### src/rtl/uart_frame_parser_if.sv
// Byte stream in, decoded command out, plus status: everything the frame
// parser exchanges with its neighbours apart from clock and reset.
interface uart_frame_parser_if;
  logic [7:0]  rx_data;
  logic        rx_data_valid;
  logic        rx_data_ready;
  logic [7:0]  cmd_addr;
  logic [15:0] cmd_wdata;
  logic        cmd_valid;
  logic        cmd_ready;
  logic        err_chk;
  logic        err_timeout;
  logic [7:0]  frame_cnt;

  modport master (
    output rx_data, rx_data_valid, cmd_ready,
    input  rx_data_ready, cmd_addr, cmd_wdata, cmd_valid,
           err_chk, err_timeout, frame_cnt
  );

  modport slave (
    input  rx_data, rx_data_valid, cmd_ready,
    output rx_data_ready, cmd_addr, cmd_wdata, cmd_valid,
           err_chk, err_timeout, frame_cnt
  );
endinterface

### src/rtl/uart_frame_parser.sv
// Parses SYNC/ADDR/DATA_H/DATA_L/CHK byte frames into register-write commands,
// with XOR checksum checking and an inter-byte timeout that drops partial frames.
module uart_frame_parser #(
  parameter int         CLK_FRE    = 27,
  parameter int         TIMEOUT_US = 1000,
  parameter logic [7:0] SYNC_BYTE  = 8'hA5
) (
  input logic                clk,
  input logic                rst_n,
  uart_frame_parser_if.slave bus
);

  localparam logic [31:0] TIMEOUT_CYC  = 32'(CLK_FRE * TIMEOUT_US);
  localparam logic [31:0] TIMEOUT_LAST = TIMEOUT_CYC - 32'd1;

  typedef enum logic [2:0] {S_SYNC, S_ADDR, S_DH, S_DL, S_CHK, S_OUT} state_t;

  state_t      state_q, state_d;
  logic [7:0]  addr_q, dh_q, dl_q, xor_q;
  logic [31:0] cnt_q;
  logic [7:0]  cmd_addr_q;
  logic [15:0] cmd_wdata_q;
  logic        cmd_valid_q, err_chk_q, err_timeout_q;
  logic [7:0]  frame_cnt_q;

  logic rx_ready, consume, in_frame, timeout_hit;
  logic chk_ok, chk_bad, cmd_done;

  assign rx_ready    = (state_q != S_OUT);
  assign consume     = bus.rx_data_valid && rx_ready;
  assign in_frame    = (state_q == S_ADDR) || (state_q == S_DH) ||
                       (state_q == S_DL)   || (state_q == S_CHK);
  // A byte arriving on the last allowed cycle beats the timeout.
  assign timeout_hit = in_frame && !consume && (cnt_q == TIMEOUT_LAST);

  assign bus.rx_data_ready = rx_ready;
  assign bus.cmd_addr      = cmd_addr_q;
  assign bus.cmd_wdata     = cmd_wdata_q;
  assign bus.cmd_valid     = cmd_valid_q;
  assign bus.err_chk       = err_chk_q;
  assign bus.err_timeout   = err_timeout_q;
  assign bus.frame_cnt     = frame_cnt_q;

  always_comb begin
    state_d  = state_q;
    chk_ok   = 1'b0;
    chk_bad  = 1'b0;
    cmd_done = 1'b0;
    if (timeout_hit) begin
      state_d = S_SYNC;
    end else begin
      unique case (state_q)
        S_SYNC: if (consume && bus.rx_data == SYNC_BYTE) state_d = S_ADDR;
        S_ADDR: if (consume) state_d = S_DH;
        S_DH:   if (consume) state_d = S_DL;
        S_DL:   if (consume) state_d = S_CHK;
        S_CHK: begin
          if (consume) begin
            if (bus.rx_data == xor_q) begin
              chk_ok  = 1'b1;
              state_d = S_OUT;
            end else begin
              chk_bad = 1'b1;
              state_d = S_SYNC;
            end
          end
        end
        S_OUT: begin
          if (cmd_valid_q && bus.cmd_ready) begin
            cmd_done = 1'b1;
            state_d  = S_SYNC;
          end
        end
        default: state_d = S_SYNC;
      endcase
    end
  end

  always_ff @(posedge clk or negedge rst_n) begin
    if (!rst_n) state_q <= S_SYNC;
    else        state_q <= state_d;
  end

  always_ff @(posedge clk or negedge rst_n) begin
    if (!rst_n) begin
      addr_q        <= '0;
      dh_q          <= '0;
      dl_q          <= '0;
      xor_q         <= '0;
      cnt_q         <= '0;
      cmd_addr_q    <= '0;
      cmd_wdata_q   <= '0;
      cmd_valid_q   <= 1'b0;
      err_chk_q     <= 1'b0;
      err_timeout_q <= 1'b0;
      frame_cnt_q   <= '0;
    end else begin
      if (consume || !in_frame) cnt_q <= '0;
      else                      cnt_q <= cnt_q + 32'd1;

      if (consume) begin
        unique case (state_q)
          S_ADDR: begin
            addr_q <= bus.rx_data;
            xor_q  <= bus.rx_data;
          end
          S_DH: begin
            dh_q  <= bus.rx_data;
            xor_q <= xor_q ^ bus.rx_data;
          end
          S_DL: begin
            dl_q  <= bus.rx_data;
            xor_q <= xor_q ^ bus.rx_data;
          end
          default: ;
        endcase
      end

      err_chk_q     <= chk_bad;
      err_timeout_q <= timeout_hit;

      if (chk_ok) begin
        cmd_addr_q  <= addr_q;
        cmd_wdata_q <= {dh_q, dl_q};
        cmd_valid_q <= 1'b1;
      end else if (cmd_done) begin
        cmd_valid_q <= 1'b0;
        frame_cnt_q <= frame_cnt_q + 8'd1;
      end
    end
  end

endmodule

### src/flat_wrapper.sv
// flat-port wrapper written by rule: the top's interface ports become plain ports
module uart_frame_parser_flat 
#(
  parameter int         CLK_FRE    = 27,
  parameter int         TIMEOUT_US = 1000,
  parameter logic [7:0] SYNC_BYTE  = 8'hA5
)
  (clk, rst_n, bus_rx_data, bus_rx_data_valid, bus_cmd_ready, bus_rx_data_ready, bus_cmd_addr, bus_cmd_wdata, bus_cmd_valid, bus_err_chk, bus_err_timeout, bus_frame_cnt);
  uart_frame_parser_if bus_i ();
  input logic clk;
  input logic rst_n;
  input wire logic [$bits(bus_i.rx_data)-1:0] bus_rx_data;
  input wire logic [$bits(bus_i.rx_data_valid)-1:0] bus_rx_data_valid;
  input wire logic [$bits(bus_i.cmd_ready)-1:0] bus_cmd_ready;
  output wire logic [$bits(bus_i.rx_data_ready)-1:0] bus_rx_data_ready;
  output wire logic [$bits(bus_i.cmd_addr)-1:0] bus_cmd_addr;
  output wire logic [$bits(bus_i.cmd_wdata)-1:0] bus_cmd_wdata;
  output wire logic [$bits(bus_i.cmd_valid)-1:0] bus_cmd_valid;
  output wire logic [$bits(bus_i.err_chk)-1:0] bus_err_chk;
  output wire logic [$bits(bus_i.err_timeout)-1:0] bus_err_timeout;
  output wire logic [$bits(bus_i.frame_cnt)-1:0] bus_frame_cnt;
  assign bus_i.rx_data = bus_rx_data;
  assign bus_i.rx_data_valid = bus_rx_data_valid;
  assign bus_i.cmd_ready = bus_cmd_ready;
  assign bus_rx_data_ready = bus_i.rx_data_ready;
  assign bus_cmd_addr = bus_i.cmd_addr;
  assign bus_cmd_wdata = bus_i.cmd_wdata;
  assign bus_cmd_valid = bus_i.cmd_valid;
  assign bus_err_chk = bus_i.err_chk;
  assign bus_err_timeout = bus_i.err_timeout;
  assign bus_frame_cnt = bus_i.frame_cnt;
  uart_frame_parser #(.CLK_FRE(CLK_FRE), .TIMEOUT_US(TIMEOUT_US), .SYNC_BYTE(SYNC_BYTE)) u_core (.clk(clk), .rst_n(rst_n), .bus(bus_i));
endmodule
### config.mk
export PLATFORM = sky130hd
export DESIGN_NAME = uart_frame_parser_flat
export DESIGN_NICKNAME = d
export VERILOG_FILES = /design/src/rtl/uart_frame_parser_if.sv /design/src/rtl/uart_frame_parser.sv /design/src/flat_wrapper.sv
export SDC_FILE = /design/constraint.sdc
export NUM_CORES = 1
export LEC_CHECK = 0
export ABC_AREA = 1
export ABC_CLOCK_PERIOD_IN_PS = 4600
export CAP_MARGIN = 20
export CELL_PAD_IN_SITES_DETAIL_PLACEMENT = 1
export CELL_PAD_IN_SITES_GLOBAL_PLACEMENT = 1
export CORE_MARGIN = 5
export CORE_UTILIZATION = 30
export CTS_CLUSTER_DIAMETER = 120
export CTS_CLUSTER_SIZE = 12
export DETAILED_ROUTE_END_ITERATION = 10
export HOLD_SLACK_MARGIN = 0.12
export PLACE_DENSITY_LB_ADDON = 0.3
export SLEW_MARGIN = 10
export SYNTH_ARGS = -nofsm -noshare
export SYNTH_HDL_FRONTEND = slang
export SYNTH_SLANG_ARGS = --single-unit
### constraint.sdc
create_clock -name clk -period 4.6 [get_ports clk]
set_clock_uncertainty 0.15 [all_clocks]
set_input_delay 1.15 -clock clk [delete_from_list [all_inputs] [get_ports clk]]
set_output_delay 1.15 -clock clk [all_outputs]
set_load 0.01 [all_outputs]
==> reports/qor.yml, run 1 <==
synthesis:
  synth-main-ff-cell: "dfrtp_1"
  synthTopCellsByArea: "dfrtp_1 50%, nand2_1 17%, nor2_1 7.6%"
  syn_inst: 662
  synth-seq-cells: 102
  synth.top_cell.area_share_pct: 49.98
  yosys_warnings: 0
  yosysSeqAreaShare_pct: 49.98
  synth-edff-count: 0
  synthArstFlopShare_pct: 100.0
  syn_area_per_cell_um2: 7.715
  synth.distinct_cells: 30
  syn_nets: 676
  yosysTopAreaCell: "dfrtp_1"
  syn_area_mm2: 0.005107
critical_path:
  crit_type: "in2reg"
  r2r_cells: 6
  arrival_ns: 3.07
  cp_slowest_cell: "clkdlybuf4s50_1"
  crit_path_frequent_cell: "nand2_1"
  ff2ff_setup_slack_ns: 2.58
  worstReg2RegStart: "u_core.state_q[0]$_DFFE_PN0P_"
  crit_chain: "clkdlybuf4s50_1 -> inv_1 -> nand2_1 -> nand2_1 -> nor2_1 -> nand2_1 -> nor2_8 -> nand3_4 -> nand2_1 -> nand2_1"
  critical_path.max_fanout: 27
  r2r-end: "u_core.bus.cmd_addr[0]$_DFFE_PN0P_"
  worstPathRequired_ns: 4.69
  end_kind: "flip-flop"
  max_stage_delay_ns: 0.52
  crit_path_start_kind: "input pin"
flow_run:
  drv_cap: 0
clock_tree:
  postCtsHoldBufs: 0
  postCtsSetupBuffers: 0
  clk_latency_ns: 0.36
  htree_num_levels: 3
  numCtsBuffers: 9
  path_clk_slew_ns: 0.08
  post_cts_resized: 0
  clockBufferDepth: 2
  cts.root.buffer_cell: "clkbuf_16"
  cts_tree: "built"
  cts.sinks: 102
global_routing:
  grt_max_degree: 37
  grt_use_total_pct: 15.17
  grt_overflow: 0
  grt_pass1_vias: 4690
  antenna_found_initial: 0
  grt_pass1_wl_um: 24360
pwr:
  power_uw: 2608
  p_per_area_mw_per_mm2: 429.8
  ir_drop_mv: 0.2563
  leakage_uw: 0.002785
sta:
  layout_min_cycle_time_ns: 2.980
  post-route-period-util_pct: 64.79
  maxSlewViolCount: 0
  worst_slew_pin_slew_ns: 0.8292
  slew_headroom_pct: 44.58
  rsz0062_at_grt: "false"
  max_freq_mhz: 335.5
  setup_ws_ns: 1.620
  final-hold-violation-count: 0
  setup_tns_ns: 0
  setup-violations-final: 0
finish:
  diodes: 0
  multi_input_area_mm2: 0.002252
  drive_above_1_share_pct: 5.899
  area_growth_pct: 18.79
  regArea_mm2: 0.002552
  fin_cells: 932
  final_nets: 721
  nFillCells: 2013
die:
  die-area_mm2: 0.01973
  fp.dieW_um: 140.5
  io_pins: 48
  num_rows: 47
  coreArea_mm2: 0.01664
  start_util_pct: 30.69
  die_y_um: 140.5
place:
  gp_congestion: 0.8465
  dp_slack_ns: 1.201
  portBuffers: 47
  dp_hpwl_um: 10530
  dp.cells: 916
detailed_routing:
  firstDrtPassIters: 4
  num_vias: 4397
  routed_via_density: 4.718
  drtAntennaViolNets: 0
  wl_per_cell_um: 15.19
  drt_iter0_drc: 197
  wirelength_um: 14160
  drc: 0
min_path:
  holdCritStartpoint: "u_core.bus.cmd_wdata[5]$_DFFE_PN0P_"
  worstHoldEndpoint: "u_core.bus.cmd_wdata[5]$_DFFE_PN0P_"
  whs_path_depth: 2
  hold_path_class: "reg2reg"
run_status:
  status: "completed"
[synthesized netlist by cell type (4+ instances only)]
cell type / count
nand2_1: 231
nor3_1: 18
xor2_1: 12
nor2_1: 103
nand4_1: 29
a21oi_1: 6
buf_2: 8
nand3_1: 28
nor2_2: 4
inv_2: 10
xnor2_1: 16
inv_1: 47
o21ai_1: 7
dfrtp_1: 102
o21ai_0: 20
[critical path, delay by kind of cell]
| kind | cells | cell delay, ns |
|---|---|---|
| and+or+nand+nor | 8 | 1.28 |
| buffers and inverters | 2 | 0.64 |
[stage by stage]
| stage | cell area (µm²) | hold WS, ns | utilization, % |
|---|---|---|---|
| 2_1_floorplan | 5107 | 0.3036 | - |
| 3_3_place_gp | 5777 | 0.3075 | 34.71 |
| 3_5_place_dp | 5777 | 0.3136 | 34.71 |
| 4_1_cts | 6067 | 0.3324 | 36.46 |
| 5_1_grt | 6067 | 0.3423 | 36.46 |
| 6_report | 6067 | 0.3302 | 36.46 |
[cell usage in the layout (no fill, tap or decap), drive strengths merged]
master and instances:
nand2 234, inv 60, clkinv 3, o21ai 27, dfrtp 102, o21a 1, buf 3, ha 2
o211ai 1, mux2 1, nand3 30, xor2 12, clkinvlp 1, nor3 18, clkbuf 9, xnor2 16
nor4 1, nand4 29, clkdlybuf4s50 46, a21oi 7, nor2 109
[kinds of logic (layout without fill, tap and decap cells)]
family          Yosys count  in the layout  share of synthesized area, %
xor+xnor                 28             28                         4.801
mux                       1              1                        0.2205
compound gates           36             36                         3.846
simple gates            421            421                         34.74
buf+inv                  72            122                         5.928
fa+ha+maj                 2              2                        0.4899
flops                   102            102                         49.98
[routing by layer]
| metal | share of wire (%) | GRT usage, % |
|---|---|---|
| met2 | 46 | 23.77 |
| met5 | 0 | 0 |
| met1 | 50 | 21.36 |
| met4 | 0.90 | 3.672 |
| met3 | 3.0 | 3.442 |
[worst max-delay path by stage]
stage	startpoint	to	slack (ns)	cells past startpoint
after floorplan	bus_rx_data[1]	u_core.bus.cmd_wdata[10]$_DFFE_PN0P_	2.33	10
after global placement	bus_rx_data[1]	u_core.bus.cmd_wdata[10]$_DFFE_PN0P_	1.26	10
after detailed placement	bus_rx_data[1]	u_core.bus.cmd_wdata[9]$_DFFE_PN0P_	1.20	10
after CTS	bus_rx_data[1]	u_core.bus.cmd_wdata[9]$_DFFE_PN0P_	1.59	10
after global routing	bus_rx_data[2]	u_core.bus.cmd_wdata[10]$_DFFE_PN0P_	1.43	10
final	bus_rx_data[2]	u_core.bus.cmd_addr[0]$_DFFE_PN0P_	1.62	10
[registers in the layout, summed over array words and instances, names as in the netlist, 3 cells and up]
| register | cells |
|---|---|
| u_core.dh_q | 8 |
| u_core.addr_q | 8 |
| u_core.dl_q | 8 |
| u_core.xor_q | 8 |
| u_core.bus.cmd_wdata | 16 |
| u_core.cnt_q | 32 |
| u_core.bus.cmd_addr | 8 |
| u_core.bus.frame_cnt | 8 |
| u_core.state_q | 3 |
[final cells by class]
cell class	instances	share of cell area, %
Sequential cell	102	42.07
Multi-Input combinational cell	488	37.12
Timing Repair Buffer	49	7.960
Tap cell	220	4.537
Clock buffer	9	3.712
Inverter	57	3.526
Clock inverter	7	1.072
[power breakdown]
| group | switching [µW] | internal [µW] | total [µW] |
|---|---|---|---|
| logic | 411 | 225 | 636 |
| clock network | 387 | 380 | 767 |
| registers | 140 | 1060 | 1210 |
| total | 937 | 1670 | 2610 |
No activity file was read; power rests on OpenSTA's default activity.
==> run 2, diff against run 1 <==
--- a/config.mk
+++ b/config.mk
@@ -6,7 +6,7 @@
 export NUM_CORES = 1
 export LEC_CHECK = 0
 export ABC_AREA = 1
-export ABC_CLOCK_PERIOD_IN_PS = 4600
+export ABC_CLOCK_PERIOD_IN_PS = 2600
 export CAP_MARGIN = 20
 export CELL_PAD_IN_SITES_DETAIL_PLACEMENT = 1
 export CELL_PAD_IN_SITES_GLOBAL_PLACEMENT = 1
==> constraint.sdc (replaced) <==
create_clock -name clk -period 2.6 [get_ports clk]
set_clock_uncertainty 0.15 [all_clocks]
set_input_delay 0.65 -clock clk [delete_from_list [all_inputs] [get_ports clk]]
set_output_delay 0.65 -clock clk [all_outputs]
set_load 0.01 [all_outputs]
==> reports/qor.yml, run 2 (synthesized netlist as in run 1, its figures left out) <==
run_status:
  status: "completed"
detailed_routing:
  drt_iter0_drc: 264  # +34%
  drtAntennaViolNets: 0  # unchanged
  firstDrtPassIters: 4  # unchanged
  wirelength_um: 14250  # +0.67%
  routed_via_density: 4.721  # about the same
  drc: 0  # unchanged
  wl_per_cell_um: 15.13  # -0.40%
  num_vias: 4447  # +1.1%
finish:
  final_core_util_pct: 37.36  # +0.90 points
  drive_above_1_share_pct: 7.064  # +1.2 points
  regArea_mm2: 0.002552  # unchanged
  nFillCells: 2013  # unchanged
  final_nets: 731  # +1.4%
  fin_cells: 942  # +1.1%
  largest_reg_flops: 32  # unchanged
  multi_input_area_mm2: 0.002252  # unchanged
  final_common_cell: "nand2_1"
  regMostFlops: "u_core.cnt_q"
  diodes: 0  # unchanged
  final_cell_mix: "231 x nand2_1, 103 x nor2_1, 102 x dfrtp_1, 47 x inv_1, 46 x clkdlybuf4s50_1"
  area_growth_pct: 21.73
clock_tree:
  cts.root.buffer_cell: "clkbuf_16"
  post_cts_resized: 0  # unchanged
  numCtsBuffers: 9  # unchanged
  clk_latency_ns: 0.36  # about the same
  cts_tree: "built"
  htree_num_levels: 3  # unchanged
  path_clk_slew_ns: 0.08  # about the same
  cts.sinks: 102  # unchanged
  clockBufferDepth: 2  # unchanged
die:
  start_util_pct: 30.69  # unchanged
  fp.dieW_um: 140.5  # unchanged
  num_rows: 47  # unchanged
  die-area_mm2: 0.01973  # unchanged
  io_pins: 48  # unchanged
  coreArea_mm2: 0.01664  # unchanged
  die_y_um: 140.5  # unchanged
sta:
  slew_headroom_pct: 61.29  # +17 points
  rsz0062_at_grt: "false"
  setup-violations-final: 0  # unchanged
  post-route-period-util_pct: 91.14
  final-hold-violation-count: 0  # unchanged
  max_freq_mhz: 422.0
  layout_min_cycle_time_ns: 2.370
  maxSlewViolCount: 0  # unchanged
  setup_tns_ns: 0  # unchanged
  whs_ns: 0.3285  # -0.001744 ns
  worst_slew_pin_slew_ns: 0.5793  # -0.2499 ns
flow_run:
  drv_cap: 0  # unchanged
global_routing:
  grt_use_total_pct: 14.95  # -0.22 points
  grt_overflow: 0  # unchanged
  antenna_found_initial: 0  # unchanged
  grt_pass1_wl_um: 23850  # -2.1%
  grt_max_degree: 63  # +70%
  grt_pass1_vias: 4710  # +0.43%
place:
  dp.cells: 925  # +0.98%
  gp_congestion: 0.8583  # +1.4%
  dp_hpwl_um: 10490  # -0.29%
  portBuffers: 47  # unchanged
pwr:
  leakage_uw: 0.002866  # +2.9%
  p_per_area_mw_per_mm2: 771.6  # +80%
  ir_drop_mv: 0.3131  # +22%
  power_uw: 4797  # +84%
critical_path:
  ff2ff_setup_slack_ns: 0.60  # -1.98 ns
  worstPathRequired_ns: 1.80  # -2.89 ns
  r2r_cells: 7  # +1
  crit_path_start_kind: "flip-flop"
  critical_path.max_fanout: 8  # -70%
  crit_type: "reg2out"
  end_kind: "primary output"
  arrival_ns: 1.57  # -1.50 ns
min_path:
  hold_path_class: "reg2reg"
  whs_path_depth: 2  # unchanged
## run 2: changes by cell type in the layout (fill, tap and decap cells not counted)
| cell | change |
|---|---|
| buf_12 | +3 |
| buf_4 | +6 |
| bufinv_16 | +1 |
| clkbuf_8 | +1 |
| clkinv_4 | -3 |
| clkinv_8 | +1 |
| clkinvlp_4 | -1 |
| dlygate4sd3_1 | +1 |
| inv_6 | +1 |
## run 2: critical path: stages, from the launching register on
cell	delay [ns]
dfrtp_1	0.47
nand3_2	0.18
clkdlybuf4s50_1	0.56
## run 2: timing repair
action                    4_1_cts  5_1_grt
hold endpoints to repair       16        0
buffers inserted                0        0
hold buffers                    1        0
## run 2: report_power, final
group	leakage [µW]	internal [µW]	total (µW)	switching [µW]
sequential	0.00137	1880	2120	238
clock	0.000160	802	1470	669
combinational	0.00134	447	1200	756
## run 2: routing by layer
layer	global-route usage [%]	share of wire, %	up-vias
met5	0	0	-
met4	5.354	1.6	0
met3	2.045	2.3	14
met2	24.55	47	51
met1	20.21	49	2172
li1	-	-	2210
## run 2: area by class of cell
type / instances / share of cell area (%)
Sequential cell: 102 / 41.05
Timing Repair Buffer: 59 / 9.620
Clock inverter: 6 / 1.389
Inverter: 57 / 3.441
Tap cell: 220 / 4.427
Multi-Input combinational cell: 488 / 36.22
Clock buffer: 10 / 3.844
## run 2: path summary, 6_finish.rpt
path                                                         start                                 end
worst max-delay path                 u_core.state_q[2]$_DFFE_PN0P_                   bus_rx_data_ready
worst min-delay path            u_core.bus.cmd_addr[2]$_DFFE_PN0P_  u_core.bus.cmd_addr[2]$_DFFE_PN0P_
worst max register to register           u_core.cnt_q[0]$_DFF_PN0_           u_core.cnt_q[8]$_DFF_PN0_
worst min register to register  u_core.bus.cmd_addr[2]$_DFFE_PN0P_  u_core.bus.cmd_addr[2]$_DFFE_PN0P_
max in group asynchronous                                    rst_n          u_core.cnt_q[24]$_DFF_PN0_
min in group asynchronous                                    rst_n         u_core.xor_q[5]$_DFFE_PN0P_
## run 2: per-stage QoR
step / setup slack [ns] / area [µm²]
2_1_floorplan: 0.8349 / 5107
3_3_place_gp: 0.1129 / 5882
3_5_place_dp: 0.03496 / 5882
4_1_cts: 0.2077 / 6217
5_1_grt: 0.1414 / 6217
6_report: 0.2303 / 6217
==> run 3, diff against run 2 <==
--- a/config.mk
+++ b/config.mk
@@ -11,12 +11,13 @@
 export CELL_PAD_IN_SITES_DETAIL_PLACEMENT = 1
 export CELL_PAD_IN_SITES_GLOBAL_PLACEMENT = 1
 export CORE_MARGIN = 5
-export CORE_UTILIZATION = 30
+export CORE_UTILIZATION = 38
 export CTS_CLUSTER_DIAMETER = 120
 export CTS_CLUSTER_SIZE = 12
 export DETAILED_ROUTE_END_ITERATION = 10
 export HOLD_SLACK_MARGIN = 0.12
 export PLACE_DENSITY_LB_ADDON = 0.3
+export REMOVE_ABC_BUFFERS = 1
 export SLEW_MARGIN = 10
 export SYNTH_ARGS = -nofsm -noshare
 export SYNTH_HDL_FRONTEND = slang
==> reports/qor.yml, run 3 (synthesized netlist as in run 1, its figures left out) <==
run_status:
  status: "completed"
finish:
  final_nets: 730  # -0.14%
  drive_above_1_share_pct: 6.935  # -0.13 points
  diodes: 0  # unchanged
  area_growth_pct: 19.57
  largest_reg_flops: 32  # unchanged
  final_cell_mix: "231 x nand2_1, 103 x nor2_1, 102 x dfrtp_1, 47 x inv_1, 46 x clkdlybuf4s50_1"
  final_core_util_pct: 46.30  # +8.9 points
  postLayoutCellArea_mm2: 0.006107  # -1.8%
  final_common_cell: "nand2_1"
  regMostFlops: "u_core.cnt_q"
die:
  io_pins: 48  # unchanged
  fp.dieW_um: 125.9  # -10%
  coreArea_mm2: 0.01319  # -21%
  die_y_um: 125.9  # -10%
  num_rows: 42  # -11%
  start_util_pct: 38.72  # +8.0 points
  die-area_mm2: 0.01586  # -20%
sta:
  worst_slew_pin_slew_ns: 0.6445  # +0.06521 ns
  max_freq_mhz: 419.5  # -0.59%
  post-route-period-util_pct: 91.68  # +0.54 points
  slew_headroom_pct: 56.93  # -4.4 points
  whs_ns: 0.3276  # -0.0008690 ns
  setup-violations-final: 0  # unchanged
  rsz0062_at_grt: "false"
  layout_min_cycle_time_ns: 2.384  # +0.01395 ns
  setup_tns_ns: 0  # unchanged
  maxSlewViolCount: 0  # unchanged
  final-hold-violation-count: 0  # unchanged
detailed_routing:
  wl_per_cell_um: 16.13  # +6.6%
  wirelength_um: 14470  # +1.6%
  drtAntennaViolNets: 0  # unchanged
  drc: 0  # unchanged
  firstDrtPassIters: 4  # unchanged
  drt_iter0_drc: 205  # -22%
  routed_via_density: 5.031  # +6.6%
  num_vias: 4513  # +1.5%
pwr:
  clockPowerShare_pct: 29.1  # -1.6 points
  p_per_area_mw_per_mm2: 769.4  # -0.28%
  power_frac_comb_pct: 25.6  # +0.5 points
  power_uw: 4699  # -2.0%
  leakage_uw: 0.002839  # -0.93%
  ir_drop_mv: 0.3549  # +13%
  p_sw_uw: 1686  # +1.3%
  p_seq_share_pct: 45.3  # +1.1 points
  swShare_pct: 35.87  # +1.2 points
  p_int_uw: 3013  # -3.8%
clock_tree:
  post_cts_resized: 0  # unchanged
  htree_num_levels: 3  # unchanged
  cts.root.buffer_cell: "clkbuf_16"
  cts.sinks: 102  # unchanged
  clk_latency_ns: 0.37  # about the same
  cts_tree: "built"
  path_clk_slew_ns: 0.07  # about the same
  clockBufferDepth: 2  # unchanged
  numCtsBuffers: 9  # unchanged
place:
  gp_congestion: 0.8697  # +1.3%
  portBuffers: 47  # unchanged
  placed_cell_area_mm2: 0.005807  # -1.3%
  dp_hpwl_um: 10630  # +1.3%
min_path:
  whs_path_depth: 1  # -1
  hold_path_class: "reg2reg"
critical_path:
  crit_path_start_kind: "flip-flop"
  end_kind: "primary output"
  r2r_cells: 6  # -1
  worstPathRequired_ns: 1.80  # about the same
  arrival_ns: 1.58  # about the same
  crit_type: "reg2out"
  critical_path.max_fanout: 8  # unchanged
global_routing:
  grt_pass1_vias: 4870  # +3.4%
  antenna_found_initial: 0  # unchanged
  grt_use_total_pct: 19.34  # +4.4 points
  grt_max_degree: 40  # -37%
  grt_pass1_wl_um: 24730  # +3.7%
  grt_overflow: 0  # unchanged
flow_run:
  drv_cap: 0  # unchanged
==> run 3: path summary, 6_finish.rpt <==
kind,startpoint,end,slack [ns]
setup reg to reg,u_core.state_q[0]$_DFFE_PN0P_,u_core.bus.cmd_wdata[6]$_DFFE_PN0P_,0.54
setup / recovery,u_core.state_q[2]$_DFFE_PN0P_,bus_rx_data_ready,0.22
max in group asynchronous,rst_n,u_core.cnt_q[18]$_DFF_PN0_,1.02
hold / removal,u_core.bus.frame_cnt[7]$_DFFE_PN0P_,u_core.bus.frame_cnt[7]$_DFFE_PN0P_,0.33
min in group asynchronous,rst_n,u_core.bus.cmd_wdata[2]$_DFFE_PN0P_,0.64
hold reg to reg,u_core.bus.frame_cnt[7]$_DFFE_PN0P_,u_core.bus.frame_cnt[7]$_DFFE_PN0P_,0.33
==> run 3: routing by layer <==
layer	vias up	track usage [%]	wire length, µm
met2	73	31.39	6885
met4	0	6.814	210
met5	-	0	0
li1	2204	-	-
met1	2220	26.24	6856
met3	16	3.260	519
==> run 3: worst max-delay path: stages, from the launching register on <==
cell             delay [ns]
dfrtp_1                0.48
nand3_2                0.18
clkdlybuf4s50_1        0.57
==> run 3: timing repair <==
| item | 4_1_cts | 5_1_grt |
|---|---|---|
| setup buffers | 0 | 0 |
| hold buffers | 1 | 0 |
| hold endpoints to repair | 33 | 0 |
==> run 3: layout make-up <==
class | instances | area (µm²)
Clock buffer | 10 | 239.0
Clock inverter | 6 | 51.30
Fill cell | 1629 | 7083
Inverter | 57 | 214.0
Multi-Input combinational cell | 488 | 2252
Sequential cell | 102 | 2552
Tap cell | 176 | 220.2
Timing Repair Buffer | 58 | 578.1
==> run 3: power groups by stage <==
stage	Clock (µW)	Sequential, µW	Combinational, µW
global route	1450	2170	1380
finish	1370	2130	1200
global placement	0	2130	1160
CTS	1400	2130	1230
floorplan	0	2090	782
detailed placement	0	2150	1210
==> run 3: per-stage QoR <==
| stage | cells | setup WS (ns) |
|---|---|---|
| detailed placement | 880 | 0.02467 |
| CTS | 897 | 0.2077 |
| finish | 897 | 0.2164 |
| global route | 897 | 0.1516 |
| global placement | 880 | 0.07775 |
| floorplan | 647 | 0.6884 |
